==> src/rtl/pwm_peripheral_if.sv <==
// rtl/pwm_peripheral_if.sv - register-file to PWM output stage bundle
interface pwm_peripheral_if;
  logic [7:0]  en_reg_out_7_0;
  logic [7:0]  en_reg_out_15_8;
  logic [7:0]  en_reg_pwm_7_0;
  logic [7:0]  en_reg_pwm_15_8;
  logic [7:0]  pwm_duty_cycle;
  logic [15:0] out;
  logic        period_start;

  // Register file side: drives the control registers, observes the pins.
  modport master (
    output en_reg_out_7_0, en_reg_out_15_8, en_reg_pwm_7_0, en_reg_pwm_15_8,
           pwm_duty_cycle,
    input  out, period_start
  );

  // Output stage side: consumes the registers, drives the pins.
  modport slave (
    input  en_reg_out_7_0, en_reg_out_15_8, en_reg_pwm_7_0, en_reg_pwm_15_8,
           pwm_duty_cycle,
    output out, period_start
  );
endinterface

==> src/rtl/pwm_peripheral.sv <==
// rtl/pwm_peripheral.sv - 16-pin static/PWM output stage with double-buffered duty
module pwm_peripheral #(
  parameter int unsigned CLK_DIV = 13
) (
  input  logic             clk,
  input  logic             rst_n,
  pwm_peripheral_if.slave  bus
);

  localparam int PW = (CLK_DIV > 1) ? $clog2(CLK_DIV) : 1;

  logic [PW-1:0] r_prescaler;
  logic [7:0]    r_pwm_cnt;
  logic [7:0]    r_duty_sh;
  logic [15:0]   r_out;
  logic          r_period_start;

  logic          w_tick;
  logic          w_boundary;
  logic          w_pwm_raw;
  logic [15:0]   w_en_out;
  logic [15:0]   w_en_pwm;
  logic [15:0]   w_pwm_vec;

  assign w_tick     = (r_prescaler == PW'(CLK_DIV - 1));
  assign w_boundary = w_tick && (r_pwm_cnt == 8'hFF);

  // Full-scale duty is forced high so 0xFF gives a true 100% with no 1/256 gap.
  assign w_pwm_raw  = (r_duty_sh == 8'hFF) ? 1'b1 : (r_pwm_cnt < r_duty_sh);

  assign w_en_out   = {bus.en_reg_out_15_8, bus.en_reg_out_7_0};
  assign w_en_pwm   = {bus.en_reg_pwm_15_8, bus.en_reg_pwm_7_0};
  assign w_pwm_vec  = {16{w_pwm_raw}};

  // Prescaler: divides clk down to one PWM count step every CLK_DIV clocks.
  always_ff @(posedge clk or negedge rst_n) begin
    if (!rst_n) begin
      r_prescaler <= '0;
    end else if (w_tick) begin
      r_prescaler <= '0;
    end else begin
      r_prescaler <= r_prescaler + PW'(1);
    end
  end

  // PWM counter and duty shadow: duty is only taken at the period wrap so a
  // mid-period write never produces a runt or stretched pulse.
  always_ff @(posedge clk or negedge rst_n) begin
    if (!rst_n) begin
      r_pwm_cnt      <= 8'h00;
      r_duty_sh      <= 8'h00;
      r_period_start <= 1'b0;
    end else begin
      r_period_start <= w_boundary;
      if (w_tick) begin
        r_pwm_cnt <= r_pwm_cnt + 8'h01;
      end
      if (w_boundary) begin
        r_duty_sh <= bus.pwm_duty_cycle;
      end
    end
  end

  // Per-pin output mux: disabled -> 0, static -> 1, PWM -> shared waveform.
  always_ff @(posedge clk or negedge rst_n) begin
    if (!rst_n) begin
      r_out <= 16'h0000;
    end else begin
      r_out <= w_en_out & ((w_en_pwm & w_pwm_vec) | ~w_en_pwm);
    end
  end

  assign bus.out          = r_out;
  assign bus.period_start = r_period_start;

endmodule
==> src/flat_wrapper.sv <==
// flat-port wrapper written by rule: the top's interface ports become plain ports
module pwm_peripheral_flat 
#(
  parameter int unsigned CLK_DIV = 13
)
  (clk, rst_n, bus_en_reg_out_7_0, bus_en_reg_out_15_8, bus_en_reg_pwm_7_0, bus_en_reg_pwm_15_8, bus_pwm_duty_cycle, bus_out, bus_period_start);
  pwm_peripheral_if bus_i ();
  input  logic clk;
  input  logic rst_n;
  input wire logic [$bits(bus_i.en_reg_out_7_0)-1:0] bus_en_reg_out_7_0;
  input wire logic [$bits(bus_i.en_reg_out_15_8)-1:0] bus_en_reg_out_15_8;
  input wire logic [$bits(bus_i.en_reg_pwm_7_0)-1:0] bus_en_reg_pwm_7_0;
  input wire logic [$bits(bus_i.en_reg_pwm_15_8)-1:0] bus_en_reg_pwm_15_8;
  input wire logic [$bits(bus_i.pwm_duty_cycle)-1:0] bus_pwm_duty_cycle;
  output wire logic [$bits(bus_i.out)-1:0] bus_out;
  output wire logic [$bits(bus_i.period_start)-1:0] bus_period_start;
  assign bus_i.en_reg_out_7_0 = bus_en_reg_out_7_0;
  assign bus_i.en_reg_out_15_8 = bus_en_reg_out_15_8;
  assign bus_i.en_reg_pwm_7_0 = bus_en_reg_pwm_7_0;
  assign bus_i.en_reg_pwm_15_8 = bus_en_reg_pwm_15_8;
  assign bus_i.pwm_duty_cycle = bus_pwm_duty_cycle;
  assign bus_out = bus_i.out;
  assign bus_period_start = bus_i.period_start;
  pwm_peripheral #(.CLK_DIV(CLK_DIV)) u_core (.clk(clk), .rst_n(rst_n), .bus(bus_i));
endmodule
==> config.mk <==
export PLATFORM = sky130hd
export DESIGN_NAME = pwm_peripheral_flat
export DESIGN_NICKNAME = d
export VERILOG_FILES = /design/src/rtl/pwm_peripheral_if.sv /design/src/rtl/pwm_peripheral.sv /design/src/flat_wrapper.sv
export SDC_FILE = /design/constraint.sdc
export NUM_CORES = 1
export LEC_CHECK = 0
export ABC_AREA = 1
export BUFFER_PORTS_ARGS = -buffer_cell sky130_fd_sc_hd__buf_2
export CORE_MARGIN = 2
export CORE_UTILIZATION = 37
export DETAILED_ROUTE_END_ITERATION = 16
export HOLD_SLACK_MARGIN = 0.12
export MAX_ROUTING_LAYER = met4
export PLACE_DENSITY = 0.66
export SLEW_MARGIN = 30
export SYNTH_ARGS = -nofsm -noshare
export SYNTH_HDL_FRONTEND = slang
export SYNTH_SLANG_ARGS = --single-unit
==> constraint.sdc <==
create_clock -name clk -period 4.2 [get_ports clk]
set_clock_uncertainty 0.2 [all_clocks]
set_input_delay 0.84 -clock clk [delete_from_list [all_inputs] [get_ports clk]]
set_output_delay 0.84 -clock clk [all_outputs]
set_load 0.05 [all_outputs]
### Yosys cells after proc, flatten, opt, wreduce, memory -nomap -nowiden

Index checks and enable logic that the tools add are counted.
Widths: inputs -> output; s select.

* flip-flop bits (word level): 37
* bits in latches: 0
* RAM bits: 0
* ROM bits: 0
* output and inout port bits: 17
* word-level logic and storage cells: 18
* memories: 0

* add/sub/neg operators: 2
* multiply operators: 0
* divide/modulo/power cells: 0
* magnitude comparators: 1
* equality and inequality tests: 3
* shifts and indexed selects: 0
* muxes and demuxes: 2
* bitwise logic cells: 4
* reduce and logical (&&, ||, !) cells: 1

Operator list (count)
* $and 16x16->16: 2
* $eq 8x8->1 const B: 2
* $not 16->16: 1
* $or 16x16->16: 1
* $add 8x1->8 const B: 1
* $lt 8x8->1: 1
* $add 4x1->4 const B: 1
* $eq 4x4->1 const B: 1
* $mux 4: 1
* $logic_and 1x1->1: 1
* $mux 1: 1

### Longest topological paths before layout

* depth in word-level cells: 5
* gate-level depth with buffers: 12
* depth with buffers taken out: 11

### Worst setup path after synthesis

No wires, ideal clock.

* path kind: flip-flop to flip-flop
* start: register u_core.r_prescaler[0]
* end: register u_core.r_duty_sh[4]
* setup time: 0.126 ns
* arrival time: 1.479 ns
* data required time: 3.874 ns
* slack: 2.394 ns
* cell stages (with the launch flop): 9
* path buffers: 1
* clock period less this slack: 1.806 ns
* cell sequence: dfrtp_1 > inv_1 > ha_1 > nand3_4 > nor2_4 > nand4_4 > nor3_4 > buf_6 > o21ai_0

* longest elaborated chain between the ends: 2

Ends and longest elaborated chain
* start: declaration: RTL line pwm_peripheral.sv:12 `logic [PW-1:0] r_prescaler;`
* start signal: assignment: RTL line pwm_peripheral.sv:42 `r_prescaler <= r_prescaler + PW'(1);`
* $eq 4x4->1: RTL line pwm_peripheral.sv:25 `assign w_tick = (r_prescaler == PW'(CLK_DIV - 1));`
* $logic_and 1x1->1: RTL line pwm_peripheral.sv:26 `assign w_boundary = w_tick && (r_pwm_cnt == 8'hFF);`
* net u_core.w_boundary: RTL line pwm_peripheral.sv:19 `logic w_boundary;`
* end signal: assignment: RTL line pwm_peripheral.sv:59 `r_duty_sh <= bus.pwm_duty_cycle;`
* end: declaration: RTL line pwm_peripheral.sv:14 `logic [7:0] r_duty_sh;`

The timed path passes the listed nets, and every way through them passes these cells.
A chain may end at the register's enable or synchronous reset.

### Worst setup path in the final report

* start: register u_core.r_duty_sh[5]
* end: register u_core.r_out[1], in the netlist u_core.bus.out[1]

* longest elaborated chain between the ends: 5
* elaborated cells between the ends (all ways): 6
* those cells by class: order compare: 1; eq/ne: 1; mux: 1; bitwise: 3

Ends and longest elaborated chain
* $lt 8x8->1 or $eq 8x8->1 (tied branches): RTL line pwm_peripheral.sv:29 `assign w_pwm_raw = (r_duty_sh == 8'hFF) ? 1'b1 : (r_pwm_cnt < r_duty_sh);`
* $mux 1 (*): RTL line pwm_peripheral.sv:29
* $and 16x16->16 (*): RTL line pwm_peripheral.sv:69 `r_out <= w_en_out & ((w_en_pwm & w_pwm_vec) | ~w_en_pwm);`
* $or 16x16->16 (*): RTL line pwm_peripheral.sv:69
* $and 16x16->16 (*): RTL line pwm_peripheral.sv:69
* end signal: assignment: RTL line pwm_peripheral.sv:69
* end: declaration: RTL line pwm_peripheral.sv:15 `logic [15:0] r_out;`

Every way passes the cells marked *; elsewhere a longest branch is shown, timed or not.

==> out/qor.yml <==
drt:
  viasPerCell: 4.44
  highest_layer: "met4"
  wl_met1_um: 1540
  drt_pre_antenna_iters: 4
  ant_nets: 0
  drcViolationCount: 0
  met2_wirelength_um: 1440
  wirelength_um: 3200
  drtIter0Drc: 63
  wire_per_inst_um: 10.8
  route.met3.wl_um: 171
  vias: 1315
finish:
  n_fill_cell: 440
  area_growth_pct: 26.5
  utilization_pct: 49.2
  drive_gt1_share_pct: 29.9
  num_antenna_cells: 0
  nets: 295
  fin_area_um2: 2170
timing:
  period_share_pct: 48.9
  layout_setup_ws_ns: 2.15
  maxSlewHeadroom_pct: 47.0
  tns_ns: 0
  max_freq_mhz: 487
  tightest_slew_ns: 0.795
  slew_violations: 0
  hold_viol: 0
  period_needed_ns: 2.05
  setup-violations-final: 0
  rsz0062_at_grt: "false"
synthesis:
  synthTopCellsByArea: "dfrtp_1 (54%), inv_1 (8.5%), nand2_1 (8.3%)"
  syn_area_per_cell_um2: 9.48
  synth.most_common_cell: "inv_1"
  yosysTopAreaCellShare_pct: 53.9
  synth_nets: 233
  synthesis.area_um2: 1720
  yosysTopAreaCell: "dfrtp_1"
  ys_ff_latch: 37
  synthCells: 181
  synth_edf_count: 0
  yosysUniqueCellTypes: 23
  synthFlopType: "dfrtp_1"
  async_flop_share_pct: 100
  synth_common_cells: "inv_1 (39), nand2_1 (38), dfrtp_1 (37)"
  ys_seq_area_share_pct: 53.9
  ys_warn_count: 0
clocking:
  clk_pin_slew_ns: 0.07
  clk_latency_ns: 0.28
  cts_resized: 0
  cts_tree: "built"
  clockBufferDepth: 2
  root_buffer: "clkbuf_8"
  numCtsBuffers: 5
  post-cts-setup-buffers: 0
  h-tree-depth: 2
  ctsHoldBuffers: 0
  cts_sinks: 37
die:
  start_util_pct: 38.9
  die_w_um: 72.1
  io_pins: 59
  placementRows: 24
  fp.dieH_um: 72.1
  core_area_um2: 4410
  fp.dieArea_um2: 5200
critical_path:
  end_kind: "flop"
  worstSetupPathType: "reg -> reg"
  crit_path_max_fanout: 16
  critical-path-top-delay-family: "simple AND/OR/NAND/NOR gates"
  reg2regPathDepth: 9
  cp_data_arrival_time_ns: 2.08
  slowest_delay_ns: 0.37
  reg2reg_from: "u_core.r_duty_sh[5]"
  slowest_stage: "dfrtp_1"
  path_buf_inv: 2
  worst_setup_path_start_kind: "flop"
  critical_path_required_ns: 4.23
  critical_path.cell_chain: "inv_1 -> ha_1 -> a21oi_1 -> nor2_1 -> nor3_1 -> nand2_1 -> nand3_1 -> nand2_1 -> inv_1"
  r2r_end: "u_core.bus.out[1]"
  rrSetupSlack_ns: 2.15
pwr:
  p_int_mw: 0.578
  vdd_drop_max_v: 0.000226
  power.leakage_nw: 1.26
  cellPowerDensity_nw_per_um2: 346
  p_comb_share_pct: 9.1
  p_switching_mw: 0.173
  clock_power_share_pct: 42.2
  power_frac_seq_pct: 48.7
  swShare_pct: 23.0
placement:
  io_buffers: 58
  gp_routability_congestion: 0.739
  place_hpwl_um: 2450
  placed_area_um2: 2050
  dp_slack_ns: 2.14
min_path:
  hp-start: "u_core.r_pwm_cnt[7]"
  hold_depth: 1
  hp-class: "reg -> reg"
  min_to: "u_core.r_pwm_cnt[7]"
grt:
  grtUsageTotal_pct: 14.5
  grt_max_degree: 38
  grt_pass1_vias: 1247
  grt_overflow: 0
  grt_first_pass_wirelength_um: 5590
  antenna_found_initial: 0
job:
  maxCapViolCount: 0
outcome:
  outcome: "finished, final reports clean"
[cell usage in the layout (no fill, tap or decap)]
cell type,count
clkbuf_8,6
nand2_1,38
nor2_4,1
bufinv_16,1
o21ai_0,8
xor2_1,6
nand3_4,1
buf_2,58
xnor2_1,2
o21ai_2,1
ha_1,10
mux2_2,1
dfrtp_1,37
nor3_1,4
inv_1,39
nand4_1,1
nand4_4,1
nand3_1,19
nor2_1,3
nand2_2,1
clkinvlp_4,1
nor3_4,1
a31oi_1,1
a21oi_1,3
[registers in the layout, indices dropped and copies added (netlist names)]
register	cells
u_core.bus.out	16
u_core.bus.period_start	1
u_core.r_duty_sh	8
u_core.r_prescaler	4
u_core.r_pwm_cnt	8
[stage by stage]
step | instances | hold WS (ns) | total power [mW]
CTS | 296 | 0.325 | 0.761
detailed placement | 288 | 0.311 | 0.442
global placement | 288 | 0.304 | 0.442
finish | 296 | 0.319 | 0.751
floorplan | 181 | 0.266 | 0.407
global route | 296 | 0.345 | 0.782
[area by class of cell]
cell class	count	area, um2	area share (%)
clock buffer	6	82.6	3.80
clock inverter	2	37.5	1.73
inverter	39	146	6.74
multi-input combinational	102	624	28.7
sequential	37	926	42.6
tap	52	65.1	3.00
timing repair buffer	58	290	13.4
[power groups by stage]
| stage | clock network [mW] | registers [mW] | logic, mW |
|---|---|---|---|
| final | 0.317 | 0.365 | 0.0685 |
| after global routing | 0.341 | 0.366 | 0.0750 |
| after CTS | 0.325 | 0.365 | 0.0699 |
| after detailed placement | 0 | 0.372 | 0.0699 |
| after global placement | 0 | 0.372 | 0.0694 |
| after floorplan | 0 | 0.402 | 0.00572 |
[worst max-delay path by stage]
stage	slack, ns	start	depth (start not counted)	to
floorplan	2.39	u_core.r_prescaler[0]	8	u_core.r_duty_sh[4]
global placement	2.16	u_core.r_pwm_cnt[3]	10	u_core.bus.out[1]
detailed placement	2.14	u_core.r_duty_sh[5]	9	u_core.bus.out[1]
CTS	2.13	u_core.r_duty_sh[5]	9	u_core.bus.out[1]
global route	1.84	u_core.r_pwm_cnt[3]	10	u_core.bus.out[1]
finish	2.15	u_core.r_duty_sh[5]	9	u_core.bus.out[1]
[logic make-up (layout without fill, tap and decap cells)]
group	count (synthesis)	after routing	share of synthesized area (%)
AO/OA/AOI/OAI	13	13	4.08
buffers and inverters	42	105	9.69
flip-flops	37	37	53.9
XOR/XNOR	8	8	4.08
AND/OR/NAND/NOR	70	70	20.3
adder cells (fa/ha/maj)	10	10	7.29
multiplexers	1	1	0.656
[routing by layer]
metal / global-route usage, % / vias up
met1: 19.2 / 591
met4: 5.03 / 0
li1: - / 681
met3: 4.17 / 4
met2: 21.2 / 39
met5: - / -
Note: power is estimated with default switching activity, not from simulation.
